$ cat src/rtl/warp_rocc_frontend.sv
// Host-side RoCC command/response buffer in front of warp_engine.
// In-order command queue, response credits, response queue and unexpected-response detection.
module warp_rocc_frontend #(
  parameter int CMD_FIFO_DEPTH  = 4,
  parameter int RESP_FIFO_DEPTH = 4,
  parameter int MAX_INFLIGHT    = 4,
  parameter int DATA_WIDTH      = 32
) (
  input  logic                                clk,
  input  logic                                rst_n,
  input  logic                                host_cmd_valid,
  output logic                                host_cmd_ready,
  input  logic [6:0]                          host_cmd_funct,
  input  logic [4:0]                          host_cmd_rd,
  input  logic                                host_cmd_xd,
  input  logic [DATA_WIDTH-1:0]               host_cmd_rs1_data,
  input  logic [DATA_WIDTH-1:0]               host_cmd_rs2_data,
  output logic                                host_resp_valid,
  input  logic                                host_resp_ready,
  output logic [4:0]                          host_resp_rd,
  output logic [DATA_WIDTH-1:0]               host_resp_data,
  output logic                                eng_cmd_valid,
  input  logic                                eng_cmd_ready,
  output logic [6:0]                          eng_cmd_funct,
  output logic [4:0]                          eng_cmd_rd,
  output logic [DATA_WIDTH-1:0]               eng_cmd_rs1_data,
  output logic [DATA_WIDTH-1:0]               eng_cmd_rs2_data,
  input  logic                                eng_resp_valid,
  output logic                                eng_resp_ready,
  input  logic [4:0]                          eng_resp_rd,
  input  logic [DATA_WIDTH-1:0]               eng_resp_data,
  output logic                                busy,
  output logic [$clog2(MAX_INFLIGHT+1)-1:0]   inflight_cnt,
  output logic                                err_unexpected_resp
);

  localparam int CP_W  = $clog2(CMD_FIFO_DEPTH) + 1;
  localparam int RP_W  = $clog2(RESP_FIFO_DEPTH) + 1;
  localparam int CW    = $clog2(MAX_INFLIGHT + 1);
  localparam int CMP_W = (CW > RP_W) ? CW : RP_W;

  localparam logic [CW-1:0]   MAX_CNT  = CW'(MAX_INFLIGHT);
  localparam logic [CW-1:0]   CNT_ONE  = CW'(1);
  localparam logic [CP_W-1:0] CPTR_ONE = CP_W'(1);
  localparam logic [RP_W-1:0] RPTR_ONE = RP_W'(1);

  typedef struct packed {
    logic [6:0]            funct;
    logic [4:0]            rd;
    logic                  xd;
    logic [DATA_WIDTH-1:0] rs1;
    logic [DATA_WIDTH-1:0] rs2;
  } cmd_t;

  typedef struct packed {
    logic [4:0]            rd;
    logic [DATA_WIDTH-1:0] data;
  } resp_t;

  cmd_t  cmd_mem  [CMD_FIFO_DEPTH];
  resp_t resp_mem [RESP_FIFO_DEPTH];

  logic [CP_W-1:0] cmd_wr_q, cmd_wr_d, cmd_rd_q, cmd_rd_d;
  logic [RP_W-1:0] resp_wr_q, resp_wr_d, resp_rd_q, resp_rd_d;
  logic            cmd_full_q, cmd_full_d;
  logic            resp_full_q, resp_full_d;
  logic [CW-1:0]   inflight_q, inflight_d;
  logic            err_q, err_d;
  logic            busy_q, busy_d;

  cmd_t            cmd_head;
  resp_t           resp_head;
  logic            cmd_empty, resp_empty;
  logic            cmd_push, cmd_pop, resp_accept, resp_push, resp_pop;
  logic            credit_ok, credit_inc, owed_pos;
  logic [RP_W-1:0] resp_count;

  assign cmd_head   = cmd_mem[cmd_rd_q[CP_W-2:0]];
  assign resp_head  = resp_mem[resp_rd_q[RP_W-2:0]];
  assign cmd_empty  = (cmd_wr_q == cmd_rd_q);
  assign resp_empty = (resp_wr_q == resp_rd_q);

  // A credit-blocked xd head stalls everything behind it to keep strict order.
  assign credit_ok  = !cmd_head.xd || (inflight_q < MAX_CNT);
  assign cmd_push   = host_cmd_valid && !cmd_full_q;
  assign cmd_pop    = eng_cmd_valid && eng_cmd_ready;
  assign credit_inc = cmd_pop && cmd_head.xd;

  // Responses still owed by the engine = credits in use minus responses already buffered.
  assign resp_count  = resp_wr_q - resp_rd_q;
  assign owed_pos    = CMP_W'(inflight_q) > CMP_W'(resp_count);
  assign resp_accept = eng_resp_valid && !resp_full_q;
  assign resp_push   = resp_accept && owed_pos;
  assign resp_pop    = !resp_empty && host_resp_ready;

  always_comb begin
    cmd_wr_d   = cmd_wr_q;
    cmd_rd_d   = cmd_rd_q;
    resp_wr_d  = resp_wr_q;
    resp_rd_d  = resp_rd_q;
    inflight_d = inflight_q;
    if (cmd_push)  cmd_wr_d  = cmd_wr_q + CPTR_ONE;
    if (cmd_pop)   cmd_rd_d  = cmd_rd_q + CPTR_ONE;
    if (resp_push) resp_wr_d = resp_wr_q + RPTR_ONE;
    if (resp_pop)  resp_rd_d = resp_rd_q + RPTR_ONE;
    case ({credit_inc, resp_pop})
      2'b10:   inflight_d = inflight_q + CNT_ONE;
      2'b01:   inflight_d = inflight_q - CNT_ONE;
      default: inflight_d = inflight_q;
    endcase
    cmd_full_d  = (cmd_wr_d[CP_W-1] != cmd_rd_d[CP_W-1]) &&
                  (cmd_wr_d[CP_W-2:0] == cmd_rd_d[CP_W-2:0]);
    resp_full_d = (resp_wr_d[RP_W-1] != resp_rd_d[RP_W-1]) &&
                  (resp_wr_d[RP_W-2:0] == resp_rd_d[RP_W-2:0]);
    err_d       = err_q || (resp_accept && !owed_pos);
    busy_d      = (cmd_wr_d != cmd_rd_d) || (inflight_d != '0);
  end

  // NOTE: sequential state uses non-blocking assignments so every flop samples pre-edge values.
  always_ff @(posedge clk or negedge rst_n) begin
    if (!rst_n) begin
      cmd_wr_q    <= '0;
      cmd_rd_q    <= '0;
      resp_wr_q   <= '0;
      resp_rd_q   <= '0;
      cmd_full_q  <= 1'b0;
      resp_full_q <= 1'b0;
      inflight_q  <= '0;
      err_q       <= 1'b0;
      busy_q      <= 1'b0;
    end else begin
      cmd_wr_q    <= cmd_wr_d;
      cmd_rd_q    <= cmd_rd_d;
      resp_wr_q   <= resp_wr_d;
      resp_rd_q   <= resp_rd_d;
      cmd_full_q  <= cmd_full_d;
      resp_full_q <= resp_full_d;
      inflight_q  <= inflight_d;
      err_q       <= err_d;
      busy_q      <= busy_d;
    end
  end

  // NOTE: storage arrays are not reset; the pointers define validity and outputs are masked when empty.
  always_ff @(posedge clk) begin
    if (cmd_push) begin
      cmd_mem[cmd_wr_q[CP_W-2:0]] <= '{funct: host_cmd_funct, rd: host_cmd_rd, xd: host_cmd_xd,
                                       rs1: host_cmd_rs1_data, rs2: host_cmd_rs2_data};
    end
    if (resp_push) begin
      resp_mem[resp_wr_q[RP_W-2:0]] <= '{rd: eng_resp_rd, data: eng_resp_data};
    end
  end

  assign host_cmd_ready      = !cmd_full_q;
  assign eng_resp_ready      = !resp_full_q;
  assign eng_cmd_valid       = !cmd_empty && credit_ok;
  assign eng_cmd_funct       = cmd_empty ? '0 : cmd_head.funct;
  assign eng_cmd_rd          = cmd_empty ? '0 : cmd_head.rd;
  assign eng_cmd_rs1_data    = cmd_empty ? '0 : cmd_head.rs1;
  assign eng_cmd_rs2_data    = cmd_empty ? '0 : cmd_head.rs2;
  assign host_resp_valid     = !resp_empty;
  assign host_resp_rd        = resp_empty ? '0 : resp_head.rd;
  assign host_resp_data      = resp_empty ? '0 : resp_head.data;
  assign busy                = busy_q;
  assign inflight_cnt        = inflight_q;
  assign err_unexpected_resp = err_q;

endmodule

$ cat config.mk
export PLATFORM = sky130hd
export DESIGN_NAME = warp_rocc_frontend
export DESIGN_NICKNAME = d
export VERILOG_FILES = /design/src/rtl/warp_rocc_frontend.sv
export SDC_FILE = /design/constraint.sdc
export NUM_CORES = 1
export LEC_CHECK = 0
export BUFFER_PORTS_ARGS = -buffer_cell sky130_fd_sc_hd__buf_2
export CORE_AREA = 8 8 192 194
export DETAILED_ROUTE_END_ITERATION = 6
export DIE_AREA = 0 0 200 202
export PLACE_DENSITY = 0.88
export SLEW_MARGIN = 5
export SYNTH_ARGS = -nofsm -noshare
export SYNTH_HDL_FRONTEND = slang
export SYNTH_SLANG_ARGS = --single-unit
$ cat constraint.sdc
create_clock -name clk -period 8.5 [get_ports clk]
set_input_delay 0.85 -clock clk [delete_from_list [all_inputs] [get_ports clk]]
set_output_delay 0.85 -clock clk [all_outputs]
set_load 0.03 [all_outputs]
==> results.yml, run 1 <==
synth:
  synth-async-reset-ratio_pct: 4.000
  number_of_warnings_reported_in_the_yosys_synthesis_log: 0
  synthesis.instances: 864
  synth-edff-count: 456
  postSynthRegisterBits: 475
  syn_avg_cell_area_um2: 21.48
  synth.distinct_cells: 41
  synth-seq-area-share_pct: 76.35
  syn-cell-area_um2: 18560
  syn_nets: 1002
  main_flop_type_after_synthesis: "sky130_fd_sc_hd__edfxtp_1"
global_routing:
  grt_antenna_before_repair: 15
  grt_use_total_pct: 18.73
  grt_total_ovfl: 0
  via_count_of_the_first_global_routing_pass: 9834
  pin_count_of_the_biggest_net_entering_global_routing: 78
  wire_length_of_the_first_global_routing_pass_um: 56880
critical_path:
  crit_fanout: 45
  r2r_end: "busy"
  cp-end-kind: "output pin"
  rr_worst_depth: 11
  cp-start-kind: "register"
  slowest_stage: "sky130_fd_sc_hd__dfrtp_4"
  cp-startpoint: "cmd_rd_q[0]"
  worst_path_largest_cell_delay_ns: 1.02
  rrSetupSlack_ns: 4.50
  worstReg2RegStart: "cmd_rd_q[0]"
  crit_required_ns: 7.65
  critical-path-top-delay-family: "flip-flops"
  arrival_ns: 3.48
  timing.critical_path.cells: "buf_4 > mux4_2 > nand2_1 > and2_1 > buf_2"
  critPathKind: "reg -> out"
  critical_path_buf_inv_count: 2
sta:
  skew_ns: 0.03122
  worst_slew_pin_slew_ns: 1.033
  max_transition_viols_final: 0
  finalSetupViolations: 0
  post-route-period-util_pct: 50.93
  clock.fmax_mhz: 231.0
  setup-tns-final_ns: 0
  final_period_minus_worst_setup_slack_ns: 4.329
  rsz_0062_raised_after_global_routing: "false"
  finalHoldViolCount: 0
  worst_slew_margin_rel_pct: 31.15
floorplan:
  io_pins: 242
  core_area_um2: 33950
  floorplan.die_area_um2: 40400
  placementRows: 68
  floorplan.initialDensity_pct: 54.67
  floorplan.die.width_um: 200
  floorplan.die.height_um: 202
drt:
  vias_per_cell: 5.656
  num_vias: 9162
  drt_pass1_iterations: 5
  drc_markers: 0
  antenna_violating_nets_post_route: 0
  routedWlPerCell_um: 23.26
  wirelength_um: 37690
  initialDrtViolationCount: 670
cells_and_area:
  drive_above_1_share_pct: 39.40
  synthToLayoutAreaGrowth_pct: 18.00
  num-nets-final: 1261
  nFillCells: 2161
worst_hold_path:
  worst_hold_path_type: "in -> async"
run_status:
  outcome: "finished clean"
clocking:
  post_cts_buffers: 0
  cts_htree_levels: 2
  tritoncts: "done"
  number_of_buffers_added_by_the_clock_tree_synthesis_step: 46
  ctsHoldBuffers: 0
  cts.clk_slew.worst_paths_ns: 0.06
  cts.root.buffer_cell: "sky130_fd_sc_hd__clkbuf_16"
  clock_path_buffers: 3
  cts.sinks: 475
  cts_repair_resize_count: 0
  worst_skew_pair.late_latency_ns: 0.57
place:
  numPortBuffers: 241
  detailed_place_hpwl_um: 22270
  routabilityCongestion: 0.7532
flow_run:
  cap_violations: 0
==> worst max-delay path by stage <==
stage / endpoint / depth (start not counted)
6_report: eng_cmd_valid / 5
2_1_floorplan: resp_mem[3][0] / 10
3_5_place_dp: busy / 13
3_3_place_gp: busy / 13
5_1_grt: eng_cmd_valid / 5
4_1_cts: eng_cmd_valid / 5
==> placed cells by master (no fill, tap or decap), types with 4 or more instances in the layout <==
master,n
sky130_fd_sc_hd__diode_2,5
sky130_fd_sc_hd__xnor2_1,12
sky130_fd_sc_hd__and2_4,4
sky130_fd_sc_hd__clkinv_1,8
sky130_fd_sc_hd__nor2b_1,38
sky130_fd_sc_hd__clkinv_2,8
sky130_fd_sc_hd__nand3_1,5
sky130_fd_sc_hd__and2_2,4
sky130_fd_sc_hd__nand2_1,8
sky130_fd_sc_hd__and2_1,77
sky130_fd_sc_hd__clkbuf_16,47
sky130_fd_sc_hd__bufinv_16,8
sky130_fd_sc_hd__edfxtp_1,456
sky130_fd_sc_hd__xor2_1,9
sky130_fd_sc_hd__clkbuf_1,6
sky130_fd_sc_hd__dfrtp_1,16
sky130_fd_sc_hd__nor3_1,6
sky130_fd_sc_hd__mux4_2,114
sky130_fd_sc_hd__buf_4,10
sky130_fd_sc_hd__ha_1,16
sky130_fd_sc_hd__inv_1,16
sky130_fd_sc_hd__buf_2,241
==> layout make-up <==
class | count | area [µm²] | share of cell area (%)
flip-flops and latches | 475 | 14180 | 64.74
multi-input cells | 332 | 4173 | 19.06
repair buffers | 251 | 1281 | 5.851
clock buffers | 55 | 1226 | 5.600
well taps | 455 | 569.3 | 2.600
clock inverters | 30 | 392.9 | 1.794
inverters | 17 | 65.06 | 0.2971
diodes | 5 | 12.51 | 0.05714
==> synth_stat cells, drive strengths merged, types with 3 or more instances <==
master / count / area share, %
mux4: 114 / 14
nand2: 9 / 0.27
nor2: 4 / 0.081
o21ai: 5 / 0.13
nor2b: 38 / 1.3
mux2: 3 / 0.18
nor3: 6 / 0.16
buf: 16 / 0.42
xnor2: 13 / 0.65
a21oi: 3 / 0.081
xor2: 9 / 0.42
clkbuf: 24 / 0.49
inv: 17 / 0.34
and2: 85 / 2.9
dfrtp: 19 / 2.6
nand3: 6 / 0.19
edfxtp: 456 / 74
ha: 16 / 1.1
==> per-stage QoR <==
step | worst slack [ns] | util [%] | area, µm² | hold slack [ns] | std cells
finish | 4.171 | 64.50 | 21900 | 0.2250 | 1620
global route | 3.865 | 64.47 | 21890 | 0.2414 | 1616
CTS | 4.024 | 64.47 | 21880 | 0.2035 | 1615
detailed placement | 4.419 | 59.70 | 20270 | 0.4889 | 1530
global placement | 4.488 | 59.70 | 20270 | 0.4773 | 1530
floorplan | 4.550 | - | 18560 | 0.4718 | 864
==> per-layer routing <==
| metal | global-route usage, % | vias to the layer above | wire, µm |
|---|---|---|---|
| met5 | 0 | - | 170 |
| met1 | 23.01 | 4699 | 14070 |
| li1 | - | 3991 | - |
| met4 | 5.072 | 26 | 622 |
| met3 | 6.354 | 74 | 3786 |
| met2 | 31.33 | 372 | 19040 |
==> flip-flops by register name, indices dropped and copies added (netlist names) <==
register,count
cmd_wr_q,3
resp_rd_q,3
cmd_full_q,1
inflight_cnt,3
busy,1
cmd_rd_q,3
cmd_mem,308
err_unexpected_resp,1
resp_full_q,1
resp_wr_q,3
resp_mem,148
==> worst register-to-register path, stage by stage, from the launching register on <==
cell	delay, ns
sky130_fd_sc_hd__dfrtp_4	1.02
sky130_fd_sc_hd__buf_4	0.75
sky130_fd_sc_hd__mux4_2	0.62
sky130_fd_sc_hd__nand2_1	0.13
sky130_fd_sc_hd__and2_1	0.17
sky130_fd_sc_hd__nand3_1	0.10
sky130_fd_sc_hd__ha_1	0.23
sky130_fd_sc_hd__inv_1	0.07
sky130_fd_sc_hd__fa_1	0.40
sky130_fd_sc_hd__o21ai_0	0.26
sky130_fd_sc_hd__nor3_1	0.10
sky130_fd_sc_hd__nand3b_1	0.09
==> cells by family after synthesis <==
logic type               count (synthesis)  share of synthesized area (%)
multiplexers                           118                          14.07
flip-flops                             475                          76.35
AND/OR/NAND/NOR                        156                          5.158
XOR/XNOR                                23                          1.200
adder cells (fa/ha/maj)                 18                          1.294
buffers and inverters                   57                          1.254
AO/OA/AOI/OAI                           17                         0.6742
Power of run 1 is left out: the tool's default activity adds up to more than one toggle a clock period on the data nets, which glitch-free logic cannot reach.
==> inputs of run 2 (changes only) <==
ABC_AREA = 1   (was unset)
CORE_AREA = 8 8 193 195   (was 8 8 192 194)
DIE_AREA = 0 0 201 203   (was 0 0 200 202)
clock period = 4 ns   (was 8.5 ns; I/O delays follow)
==> results.yml, run 2 <==
critical_path:
  rr_worst_depth: 11
  rrSetupSlack_ns: 0.77
  r2r_end: "resp_mem[0][5]"
  cp-start-kind: "register"
  crit_required_ns: 3.60
  cp-end-kind: "output pin"
  worstReg2RegStart: "resp_wr_q[0]"
  crit_fanout: 77
  arrival_ns: 3.07
  critPathKind: "reg -> out"
drt:
  drc_markers: 0
  wirelength_um: 43650
  initialDrtViolationCount: 1325
  antenna_violating_nets_post_route: 0
  routedWlPerCell_um: 19.61
  vias_per_cell: 5.611
  num_vias: 12490
  drt_pass1_iterations: 6
synth:
  number_of_warnings_reported_in_the_yosys_synthesis_log: 0
  synthesis.instances: 1509
  synthTopCellsByCount: "sky130_fd_sc_hd__nor2_1 (462), sky130_fd_sc_hd__edfxtp_1 (456), sky130_fd_sc_hd__o21ai_0 (230)"
  yosys.area.top_type_share_pct: 72.41
  synth.distinct_cells: 31
  syn-cell-area_um2: 18910
  postSynthRegisterBits: 475
  main_flop_type_after_synthesis: "sky130_fd_sc_hd__edfxtp_1"
  synth-seq-area-share_pct: 74.92
  syn_avg_cell_area_um2: 12.53
  synth-edff-count: 456
  synth.top_cells.by_area: "sky130_fd_sc_hd__edfxtp_1 (72%), sky130_fd_sc_hd__nor2_1 (9.2%), sky130_fd_sc_hd__o21ai_0 (6.1%), sky130_fd_sc_hd__a21oi_1 (3.0%), sky130_fd_sc_hd__dfrtp_1 (2.5%)"
  yosys.area.top_type: "sky130_fd_sc_hd__edfxtp_1"
  synth-async-reset-ratio_pct: 4.000
  synth.most_common_cell: "sky130_fd_sc_hd__nor2_1"
  syn_nets: 1647
floorplan:
  io_pins: 242
  core_area_um2: 34120
  floorplan.initialDensity_pct: 55.43
  floorplan.die_area_um2: 40800
  placementRows: 68
  floorplan.die.height_um: 203
  floorplan.die.width_um: 201
clocking:
  number_of_buffers_added_by_the_clock_tree_synthesis_step: 46
  cts_repair_resize_count: 0
  cts.clk_slew.worst_paths_ns: 0.06
  clock_path_buffers: 3
  ctsHoldBuffers: 1
  cts.sinks: 475
  cts_htree_levels: 2
  post_cts_buffers: 0
  worst_skew_pair.late_latency_ns: 0.56
  tritoncts: "done"
  cts.root.buffer_cell: "sky130_fd_sc_hd__clkbuf_16"
worst_hold_path:
  holdPathEnd: "cmd_mem[1][22]"
  hold_depth: 1
  min_from: "host_cmd_rs2_data[22]"
  worst_hold_path_type: "in -> reg"
place:
  detailed_place_hpwl_um: 25210
  routabilityCongestion: 0.7905
  dpl_cell_area_um2: 20570
  numPortBuffers: 241
cells_and_area:
  largest_reg_flops: 308
  drive_above_1_share_pct: 19.99
  utilization_of_the_core_after_routing_pct: 64.58
  mostFrequentLayoutCells: "sky130_fd_sc_hd__edfxtp_1 (456), sky130_fd_sc_hd__nor2_1 (455), sky130_fd_sc_hd__buf_2 (241)"
  postLayoutCellArea_um2: 22030
  num-nets-final: 1868
  synthToLayoutAreaGrowth_pct: 16.52
  nFillCells: 2329
  layout.cells.most_common: "sky130_fd_sc_hd__edfxtp_1"
sta:
  whs_ns: 0.05285
  skew_ns: 0.02031
  rsz_0062_raised_after_global_routing: "false"
  max_transition_viols_final: 0
  post-route-period-util_pct: 86.82
  worst_slew_margin_rel_pct: 30.63
  finalHoldViolCount: 0
  finalSetupViolations: 0
  clock.fmax_mhz: 288.0
  final_period_minus_worst_setup_slack_ns: 3.473
  worst_slew_pin_slew_ns: 1.040
  setup-tns-final_ns: 0
global_routing:
  groute.layer.met2.usage_pct: 35.11
  gr-usage-met3_pct: 6.328
  grt_busiest_layer: "met2"
  grt_antenna_before_repair: 15
  pin_count_of_the_biggest_net_entering_global_routing: 129
  grt_total_ovfl: 0
  wire_length_of_the_first_global_routing_pass_um: 66900
  groute.layer.met1.usage_pct: 24.29
  grt_use_total_pct: 20.52
  via_count_of_the_first_global_routing_pass: 12550
power:
  total_power_w: 0.02026
  power.leakage_nw: 7.967
  powerDensity_nw_per_um2: 919.4
  max-vdd-ir-drop_mv: 0.8313
run_status:
  outcome: "finished clean"
flow_run:
  cap_violations: 0
-- run 2: metrics by stage --
step | std cells | setup WS [ns]
floorplan | 1509 | -0.4307
global placement | 2136 | 0.9274
detailed placement | 2136 | 0.7765
CTS | 2221 | 0.5138
global route | 2224 | 0.3380
finish | 2226 | 0.5274
-- run 2: worst max-delay path by stage --
stage | from | endpoint | cells after the start
6_report | resp_rd_q[0] | host_resp_data[1] | 5
5_1_grt | resp_rd_q[0] | host_resp_data[1] | 5
3_3_place_gp | resp_wr_q[0] | resp_mem[3][0] | 11
4_1_cts | resp_rd_q[0] | host_resp_data[15] | 5
3_5_place_dp | resp_wr_q[0] | resp_mem[3][12] | 11
2_1_floorplan | host_cmd_valid | cmd_mem[0][0] | 4
-- run 2: critical path, cell delays in order, from the launching register on --
cell	delay, ns
sky130_fd_sc_hd__dfrtp_2	0.40
sky130_fd_sc_hd__buf_4	0.37
sky130_fd_sc_hd__inv_2	0.87
sky130_fd_sc_hd__o21ai_0	0.29
sky130_fd_sc_hd__a21oi_1	0.31
sky130_fd_sc_hd__buf_2	0.26
-- run 2: area by class of cell --
| class | count | area, µm² | share of cell area [%] |
|---|---|---|---|
| flip-flops and latches | 475 | 14170 | 64.33 |
| multi-input cells | 906 | 4238 | 19.23 |
| repair buffers | 260 | 1439 | 6.530 |
| clock buffers | 58 | 1217 | 5.525 |
| well taps | 455 | 569.3 | 2.584 |
| clock inverters | 26 | 225.2 | 1.022 |
| inverters | 41 | 158.9 | 0.7211 |
| diodes | 5 | 12.51 | 0.05678 |
-- run 2: cells by family (layout without fill, tap and decap cells) --
kind of cell	Yosys count	in the layout	synth area share [%]
XOR/XNOR	12	12	0.5955
adder cells (fa/ha/maj)	18	18	1.270
other	0	5	0
AND/OR/NAND/NOR	527	527	10.98
flip-flops	475	475	74.92
buffers and inverters	128	385	2.944
AO/OA/AOI/OAI	349	349	9.289
-- run 2: layer usage --
metal  vias to the layer above  part of all wire [%]
met5                         -                  0.30
met4                        20                   2.6
met3                       115                   9.6
met2                       604                    50
met1                      5998                    37
li1                       5754                     -
-- run 2: where the power goes --
| group | leakage (nW) | switching, W | internal (W) |
|---|---|---|---|
| Combinational | 2.89 | 0.00678 | 0.00238 |
| Clock | 0.692 | 0.00176 | 0.00236 |
| Sequential | 4.38 | 0.000355 | 0.00663 |
Power figures use the tool's default switching activity.
